**config.mk**
```make
export PLATFORM = sky130hd
export DESIGN_NAME = uart_tx
export DESIGN_NICKNAME = d
export VERILOG_FILES = /design/src/rtl/uart_tx.sv
export SDC_FILE = /design/constraint.sdc
export NUM_CORES = 1
export LEC_CHECK = 0
export BUFFER_PORTS_ARGS = -buffer_cell sky130_fd_sc_hd__buf_2
export CORE_ASPECT_RATIO = 1.4
export CORE_MARGIN = 5
export CORE_UTILIZATION = 30
export CTS_CLUSTER_SIZE = 8
export DETAILED_ROUTE_END_ITERATION = 8
export GPL_ROUTABILITY_DRIVEN = 0
export SLEW_MARGIN = 20
export SYNTH_ARGS = -nofsm -noshare
export SYNTH_HDL_FRONTEND = slang
export SYNTH_SLANG_ARGS = --single-unit
export TNS_END_PERCENT = 1
```
**constraint.sdc**
```tcl
create_clock -name clk -period 2.3 [get_ports clk]
set_clock_uncertainty 0.15 [all_clocks]
set_input_delay 0.345 -clock clk [delete_from_list [all_inputs] [get_ports clk]]
set_output_delay 0.345 -clock clk [all_outputs]
set_load 0.01 [all_outputs]
```
**src/rtl/uart_tx.sv**
```systemverilog
// 8-bit UART transmitter: start bit, 8 data bits LSB first, optional even/odd parity, one stop bit.
// All outputs are registered; TX_DONE/IRQ_Tx report completion of each frame.
module uart_tx #(
  parameter int unsigned CLKS_PER_BIT = 16,
  parameter logic [1:0]  PARITY_MODE  = 2'b00
) (
  input  logic       clk,
  input  logic       RST,
  input  logic       TX_START,
  input  logic [7:0] DATA_IN_Tx,
  input  logic       IRQ_CLR,
  output logic       DATA_OUT_Tx,
  output logic       TX_BUSY,
  output logic       TX_DONE,
  output logic       IRQ_Tx
);

  localparam int CNT_W = $clog2(CLKS_PER_BIT);
  localparam logic [CNT_W-1:0] CNT_BIT  = CNT_W'(CLKS_PER_BIT - 1);
  localparam logic [CNT_W-1:0] CNT_STOP = CNT_W'(CLKS_PER_BIT - 2);
  localparam bit PAR_EN  = (PARITY_MODE == 2'b01) || (PARITY_MODE == 2'b10);
  localparam bit PAR_ODD = (PARITY_MODE == 2'b10);

  typedef enum logic [2:0] {IDLE, START, DATA, PARITY, STOP} state_t;

  state_t           state, next_state;
  logic [CNT_W-1:0] cnt, cnt_nxt;
  logic [2:0]       bit_idx, idx_nxt;
  logic [7:0]       tx_byte;
  logic             bit_end, parity;
  logic             line_nxt, busy_nxt, done_nxt;

  assign bit_end = (cnt == '0);
  assign parity  = (^tx_byte) ^ PAR_ODD;

  always_ff @(posedge clk) begin
    if (RST) begin
      state       <= IDLE;
      cnt         <= '0;
      bit_idx     <= '0;
      tx_byte     <= 8'h00;
      DATA_OUT_Tx <= 1'b1;
      TX_BUSY     <= 1'b0;
      TX_DONE     <= 1'b0;
      IRQ_Tx      <= 1'b0;
    end else begin
      state   <= next_state;
      cnt     <= cnt_nxt;
      bit_idx <= idx_nxt;
      if (state == IDLE && next_state == START) tx_byte <= DATA_IN_Tx;
      DATA_OUT_Tx <= line_nxt;
      TX_BUSY     <= busy_nxt;
      TX_DONE     <= done_nxt;
      // Setting wins over clearing for the whole TX_DONE cycle
      if (done_nxt || TX_DONE) IRQ_Tx <= 1'b1;
      else if (IRQ_CLR)        IRQ_Tx <= 1'b0;
    end
  end

  // STOP runs one cycle short: the TX_DONE cycle in IDLE is the last stop-bit
  // cycle, so a start accepted there follows the stop bit with no gap.
  always_comb begin
    next_state = state;
    cnt_nxt    = cnt - CNT_W'(1);
    idx_nxt    = bit_idx;
    case (state)
      IDLE: begin
        cnt_nxt = '0;
        if (TX_START) begin
          next_state = START;
          cnt_nxt    = CNT_BIT;
        end
      end
      START: begin
        if (bit_end) begin
          next_state = DATA;
          cnt_nxt    = CNT_BIT;
          idx_nxt    = 3'd0;
        end
      end
      DATA: begin
        if (bit_end) begin
          cnt_nxt = CNT_BIT;
          idx_nxt = bit_idx + 3'd1;
          if (bit_idx == 3'd7) begin
            if (PAR_EN) begin
              next_state = PARITY;
            end else begin
              next_state = STOP;
              cnt_nxt    = CNT_STOP;
            end
          end
        end
      end
      PARITY: begin
        if (bit_end) begin
          next_state = STOP;
          cnt_nxt    = CNT_STOP;
        end
      end
      STOP: begin
        if (bit_end) begin
          next_state = IDLE;
          cnt_nxt    = '0;
        end
      end
      default: begin
        next_state = IDLE;
        cnt_nxt    = '0;
      end
    endcase
  end

  // Outputs are computed from the upcoming state so the registers line up with it
  always_comb begin
    line_nxt = 1'b1;
    busy_nxt = 1'b0;
    done_nxt = 1'b0;
    case (next_state)
      IDLE:    done_nxt = (state == STOP);
      START: begin
        line_nxt = 1'b0;
        busy_nxt = 1'b1;
      end
      DATA: begin
        line_nxt = tx_byte[idx_nxt];
        busy_nxt = 1'b1;
      end
      PARITY: begin
        line_nxt = parity;
        busy_nxt = 1'b1;
      end
      STOP:    busy_nxt = 1'b1;
      default: line_nxt = 1'b1;
    endcase
  end

endmodule

```
== Yosys cells after proc, flatten, opt, wreduce, memory -nomap -nowiden ==
Cells that the tools add are included.
Operators by class
  equality and inequality tests: 9
  magnitude comparators: 1
  reduce and logical (&&, ||, !) cells: 8
  mux-type cells: 24
  $add $sub $neg: 2
Operator list (number)
  2-to-1 mux 3 bit: 8
  2-to-1 mux 4 bit: 5
  one-hot mux 4 bit (5 select lines): 1
  one-hot mux 3 bit (5 select lines): 1
  equality test 3 x 2 -> 1 bit (second input constant): 4
  equality test 3 bit (second input constant): 3
  parity 8 bit: 1
  equality test 3 x 1 -> 1 bit (second input constant): 2
  zero test 3 bit: 2
  2-to-1 mux 1 bit: 6
  one-hot mux 3 bit (2 select lines): 1
  zero test 4 bit: 1
  less-than comparator 3 x 4 -> 1 bit (second input constant): 1
  OR reduction 4 bit: 1
  subtractor 4 x 1 -> 4 bit (second input constant): 1
  adder 3 x 1 -> 3 bit (second input constant): 1
  binary-select mux 1 bit (select 3 bit): 1
  one-hot mux 1 bit (3 select lines): 1
  nonzero test 2 bit: 1
  logical AND 1 bit: 1
  logical OR 1 bit: 1
Word-level totals
  input port bits: 12
  word-level logic and storage cells: 52
  output and inout bits: 4
  register bits: 22

== Depth between registers and ports, before layout ==
Gate-level depths: netlist of run 1.
  depth after elaboration: 8
  mapped depth: 9
  depth with buffers taken out: 9

== Worst setup path before layout of run 1 ==
No wires, ideal clock.
  kind: register to register
  start point: register cnt[0]
  end point: register DATA_OUT_Tx
  setup slack: 0.213 ns
  stages on the path, launching flop included: 10
  data required time: 2.086 ns
  buffers on the path: 0
  setup time: 0.064 ns
  data arrival time: 1.873 ns
  clock period less this slack: 2.087 ns
  cell sequence: dfxtp_1 -> nor4_4 -> inv_4 -> ha_1 -> nor3b_1 -> o21ai_0 -> o221ai_1 -> nor2_1 -> o211ai_1 -> nand4_1
Between the ends
  word-level cells in the longest chain between the ends: 6
  elaborated cells on any way between the ends: 15
  those cells by class: 3 x eq/ne; 11 x mux; 1 x reduce/logical
RTL lines
  start, declared: line 27  | logic [CNT_W-1:0] cnt, cnt_nxt;
  start signal, assigned: line 48  | cnt <= cnt_nxt;
  zero test 4 bit *: line 33  | assign bit_end = (cnt == '0);
  2-to-1 mux 3 bit, on equally long branches: line 82, 75
  one-hot mux 3 bit (2 select lines): line 66  | case (state)
  binary-select mux 1 bit (select 3 bit): line 126  | line_nxt = tx_byte[idx_nxt];
  2-to-1 mux 1 bit (not written as such): line 126
  one-hot mux 1 bit (3 select lines) *: line 119  | case (next_state)
  end signal, assigned: line 51  | DATA_OUT_Tx <= line_nxt;
  end, declared: line 12  | output logic DATA_OUT_Tx,
Mark *: on every way between the ends. The rest lies on a longest branch, timed or not. The select of a mux whose other input is x is not followed.
A chain may end at the register's enable or synchronous reset.

== Final worst setup path of run 1 ==
  start point: register cnt[1]
  end point: register DATA_OUT_Tx
Same word-level chain as after synthesis.

==> qor.yml, run 1 <==
cts:
  cts_tree: "done"
  cts_buffer_depth: 2
  ctsHoldBuffers: 0
  ctsResizeCount: 0
  numCtsBuffers: 3
  clock-sinks: 22
  cts.clk_slew.worst_paths_ns: 0.08
  root_buffer: "clkbuf_8"
  insertion_delay_ns: 0.26
  htreeDepth: 1
power_and_ir_drop:
  p_sw_frac: 0.3234
  power.internal_mw: 0.6920
  vdd_drop_max_mv: 0.5196
  powerDensity_nw_per_um2: 723.4
  p_seq_frac: 0.449
  total_power_mw: 1.023
  clock_power_share: 0.274
  combinationalPowerShare: 0.276
  p_leak_nw: 0.5439
  power_switching_mw: 0.3308
logic_synthesis:
  syn_inst: 152
  async_reset_ff_frac: 0
  synth-edff-count: 0
  synthesis.nets: 167
  yosysWarnings: 0
  synth_cell_type_count: 37
  syn_area_um2: 1231
  ys_seq_elements: 22
  syn-mean-instance-area_um2: 8.100
  yosysSeqAreaShare: 0.3577
  synthFlopType: "dfxtp_1"
hold_path:
  worst_hold_path.num_cells: 3
  hold_path_class: "in2reg"
  hold_start: "DATA_IN_Tx[2]"
  min_to: "tx_byte[2]"
final_layout:
  final-seq-area_um2: 440.4
  utilization: 0.3577
  drive_gt1_frac: 0.2036
  final_cells: 210
  antennaDiodeCount: 0
  syn_to_final_growth_pct: 14.84
  fin_area_um2: 1414
  layout_common_cells: "dfxtp_1 (22), nand2_1 (22), a21oi_1 (18), buf_2 (15)"
  fillers: 408
  multi_input_area_um2: 745.7
  fin_nets: 183
place:
  port-buffer-count: 15
  dp.final_hpwl_mm: 2.026
  pre_cts_slack_ns: 0.1679
  placed_cell_area_um2: 1359
  placed_cells: 206
critical_path:
  ff2ff_path_depth: 9
  required_ns: 2.36
  regToRegStartpoint: "cnt[1]"
  path_cells: "nor4_4 > inv_4 > ha_1 > nor3b_1 > o21ai_0 > o221ai_1 > nor2_1 > o211ai_1 > nand4_1"
  crit_path_start: "cnt[1]"
  r2r_setup_slack_ns: 0.20
  cp_slowest_cell: "dfxtp_1"
  critical-path-max-stage-delay_ns: 0.36
  cp-end-kind: "register"
  rr_endpoint: "DATA_OUT_Tx"
  path_class: "reg2reg"
  worstPathMaxFanout: 9
  worstSetupStartpointType: "register"
  crit_arrival_ns: 2.16
floorplan:
  coreArea_um2: 3953
  io_pins: 16
  dieArea_um2: 5503
  die_w_um: 64.14
  die_y_um: 85.80
  start_util: 0.3115
  row_count: 27
sta:
  rsz0062_at_grt: "no"
  hold_slack_ns: 0.1547
  fin_crit_sh: 0.9128
  worst_slew_pin_slew_ns: 0.4566
  final-setup-viol-count: 0
  hold_viol: 0
  slew_viol_final: 0
  relSlewSlack: 0.6936
  timing.setup.tns_ns: 0
  timing.final.ws_setup_ns: 0.2006
  period_minus_slack_ns: 2.099
  clock.fmax_ghz: 0.4763
drt:
  drt_pre_antenna_iters: 4
  post_drt_wl_per_cell_um: 12.70
  vias: 1083
  drt_iter0_drc: 22
  postRouteAntennaNets: 0
  viasPerCell: 5.157
  drc_errors: 0
  wl_mm: 2.668
global_route:
  grt_max_degree: 18
  grt_pass1_wl_mm: 4.919
  grt_util_all_layers: 0.1082
  antenna_found_initial: 0
  overflow: 0
  grt_pass1_vias: 1132
outcome:
  status: "completed"
run:
  max_cap_violations: 0
[power by group through the flow]
stage | logic, mW | clock network [mW] | registers (mW)
2_1_floorplan | 0.225 | 0 | 0.457
3_3_place_gp | 0.285 | 0 | 0.469
3_5_place_dp | 0.284 | 0 | 0.469
4_1_cts | 0.286 | 0.289 | 0.461
5_1_grt | 0.323 | 0.304 | 0.467
6_report | 0.282 | 0.281 | 0.460
[cell type report]
| cell class | instances | area share |
|---|---|---|
| clock buffer | 4 | 0.03894 |
| tap | 43 | 0.03805 |
| multi-input combinational | 119 | 0.5274 |
| sequential | 22 | 0.3115 |
| inverter | 3 | 0.009734 |
| timing repair buffer | 19 | 0.07434 |
[critical path, delay by kind of cell, from the launching register on]
kind                       cells  cell delay, ns
AOI/OAI and AO/OA              3            0.45
adders and majority gates      1            0.29
buffers and inverters          1            0.12
DFF                            1            0.36
and+or+nand+nor                4            0.67
[registers in the layout, summed over array words and instances (netlist names)]
| register | flops |
|---|---|
| DATA_OUT_Tx | 1 |
| IRQ_Tx | 1 |
| TX_BUSY | 1 |
| TX_DONE | 1 |
| bit_idx | 3 |
| cnt | 4 |
| state | 3 |
| tx_byte | 8 |
[repair_timing]
item,4_1_cts,5_1_grt
setup endpoints to repair,0,1
hold endpoints to repair,0,0
setup buffers,0,0
[worst max-delay path by stage]
stage / to
2_1_floorplan: DATA_OUT_Tx
3_3_place_gp: DATA_OUT_Tx
3_5_place_dp: DATA_OUT_Tx
4_1_cts: DATA_OUT_Tx
5_1_grt: DATA_OUT_Tx
6_report: DATA_OUT_Tx
[routing by layer]
metal | part of all wire | GRT usage | vias to the layer above
met3 | 0.027 | 0.01442 | 8
met4 | 0.041 | 0.07222 | 0
met2 | 0.50 | 0.1802 | 18
li1 | - | - | 570
met1 | 0.43 | 0.1271 | 487
met5 | 0 | 0 | -
[synth_stat cells (2+ instances only)]
cell type	number	area share
a211oi_2	3	0.030
a21oi_1	18	0.073
and2_1	4	0.020
and3_1	3	0.015
clkbuf_1	6	0.018
dfxtp_1	22	0.36
ha_1	3	0.030
inv_1	2	0.0061
nand2_1	22	0.067
nand2b_1	3	0.015
nand3_1	9	0.037
nor2_1	9	0.027
nor2b_1	2	0.010
nor3_1	3	0.012
nor3b_1	2	0.012
o21a_1	2	0.012
o21ai_0	7	0.028
o21ai_1	5	0.020
o31a_1	2	0.014
o31ai_4	2	0.035
xnor2_1	6	0.043
xor2_1	2	0.014
[kinds of logic (layout without fill, tap and decap cells)]
kind of cell	count (synthesis)	count (layout)	share of synthesized area
compound gates	46	46	0.2632
xor+xnor	8	8	0.05691
fa+ha+maj	3	3	0.03049
buf+inv	11	26	0.03658
flops	22	22	0.3577
simple gates	62	62	0.2551
Power figures use the tool's default switching activity.
==> run 2, diff against run 1 <==
CORE_ASPECT_RATIO = not set   (was 1.4)
CORE_UTILIZATION = 50   (was 30)
PLACE_DENSITY = 0.73   (was not set)
clock period = 1.7 ns   (was 2.3 ns; I/O delays follow)
==> qor.yml, run 2 (synthesized netlist as in run 1, its figures left out) <==
global_route:
  gr-usage-met3: 0.04357
  grt_max_degree: 18
  grt_pass1_wl_mm: 5.713
  grt_util_all_layers: 0.2134
  met1_usage: 0.2698
  antenna_found_initial: 0
  grtUsageMet2: 0.3541
  overflow: 0
  grt_pass1_vias: 1250
  top_usage_layer: "met2"
drt:
  drc_errors: 0
  wl_mm: 3.617
  vias: 1283
  drt_iter0_drc: 61
  postRouteAntennaNets: 0
  viasPerCell: 5.627
  post_drt_wl_per_cell_um: 15.86
  drt_pre_antenna_iters: 8
outcome:
  violations: "setup timing"
  status: "complete, but fails checks"
final_layout:
  top_regs: "tx_byte (8), cnt (4)"
  final_cells: 228
  largest_reg_flops: 8
  antennaDiodeCount: 0
  fin_nets: 214
  layout_commonest_cell: "buf_4"
  largest-register: "tx_byte"
  layout_common_cells: "buf_4 (32), nand2_1 (22), dfxtp_1 (20), a21oi_1 (15), buf_2 (15)"
  drive_gt1_frac: 0.4040
  syn_to_final_growth_pct: 40.95
sta:
  hold_slack_ns: 0.02414
  fin_crit_sh: 1.338
  clock.fmax_ghz: 0.4396
  period_minus_slack_ns: 2.275
  relSlewSlack: 0.7619
  timing.final.ws_setup_ns: -0.5747
  hold_viol: 0
  timing.setup.tns_ns: -1.775
  worst_slew_pin_slew_ns: 0.3572
  slew_viol_final: 0
  final-setup-viol-count: 10
  rsz0062_at_grt: "yes"
critical_path:
  path_class: "reg2reg"
  cp-end-kind: "register"
  endpoint: "DATA_OUT_Tx"
  worstPathMaxFanout: 3
  required_ns: 1.73
  crit_path_start: "cnt[0]"
  crit_arrival_ns: 2.31
  r2r_setup_slack_ns: -0.57
  rr_endpoint: "DATA_OUT_Tx"
  ff2ff_path_depth: 9
  regToRegStartpoint: "cnt[0]"
  worstSetupStartpointType: "register"
hold_path:
  hold_path_class: "in2reg"
floorplan:
  die_y_um: 59.62
  dieArea_um2: 3555
  io_pins: 16
  row_count: 18
  start_util: 0.5109
  coreArea_um2: 2410
  die_w_um: 59.62
place:
  dp.final_hpwl_mm: 2.497
  port-buffer-count: 15
  placed_cells: 218
cts:
  insertion_delay_ns: 0.31
  cts_tree: "done"
  clock-sinks: 22
  cts_buffer_depth: 2
  htreeDepth: 1
  numCtsBuffers: 3
  cts.clk_slew.worst_paths_ns: 0.13
  root_buffer: "clkbuf_4"
run:
  max_cap_violations: 0
power_and_ir_drop:
  powerDensity_nw_per_um2: 905.0
  vdd_drop_max_mv: 0.8245
  p_leak_nw: 0.7161
==> run 2: changes by cell type in the layout (fill, tap and decap cells not counted), moves of 3 or more <==
cell | previous run | this run
a21oi_1 | 18 | 15
clkbuf_4 | 0 | 3
o21ai_0 | 7 | 4
clkbuf_8 | 4 | 1
buf_4 | 4 | 32
==> run 2: per-stage QoR <==
step,cell area (µm²),setup slack [ns],utilization,power (mW)
2_1_floorplan,1256,-0.3016,-,0.9413
3_3_place_gp,1568,-0.2910,0.6506,1.149
3_5_place_dp,1568,-0.3685,0.6506,1.169
4_1_cts,1678,-0.4293,0.6963,1.501
5_1_grt,1735,-0.6554,0.7201,1.662
6_report,1735,-0.5747,0.7201,1.570
==> run 2: area by class of cell <==
class	count	area [µm²]
Multi-Input combinational cell	119	848.3
Fill cell	178	674.4
Sequential cell	22	442.9
Timing Repair Buffer	50	356.6
Tap cell	30	37.54
Clock buffer	4	36.28
Inverter	3	13.76
==> run 2: worst min path at each step <==
stage	slack (ns)	cells after the start	from	endpoint
6_report	0.02	3	DATA_IN_Tx[6]	tx_byte[6]
5_1_grt	0.008	3	DATA_IN_Tx[6]	tx_byte[6]
4_1_cts	0.02	3	DATA_IN_Tx[2]	tx_byte[2]
3_5_place_dp	0.33	2	tx_byte[6]	tx_byte[6]
3_3_place_gp	0.32	2	tx_byte[7]	tx_byte[7]
2_1_floorplan	0.24	2	DATA_IN_Tx[3]	tx_byte[3]
==> run 2: timing repair <==
| item | CTS | global route |
|---|---|---|
| hold buffers | 0 | 1 |
| setup buffers | 2 | 3 |
| setup endpoints to repair | 9 | 12 |
| endpoints found under the hold margin | 0 | 1 |
| resized for setup | 11 | 8 |
| pin swaps | 4 | 7 |
==> run 2: per-layer routing <==
metal	wire length, µm	vias up
li1	-	629
met1	1542	586
met2	1714	48
met3	201	20
met4	158	0
met5	0	-
==> run 2: critical path, stage by stage (launching register included) <==
cell and delay, ns:
dfxtp_2 0.36, nor4_4 0.38, buf_4 0.18, buf_4 0.10
buf_6 0.09, nor3_2 0.04, nor3_1 0.27, o21ai_0 0.20
a211oi_2 0.23, nand4_1 0.14
==> run 2: report_power, final <==
group	switching, mW	internal (mW)
clock network	0.162	0.131
logic	0.333	0.331
registers	0.0460	0.567
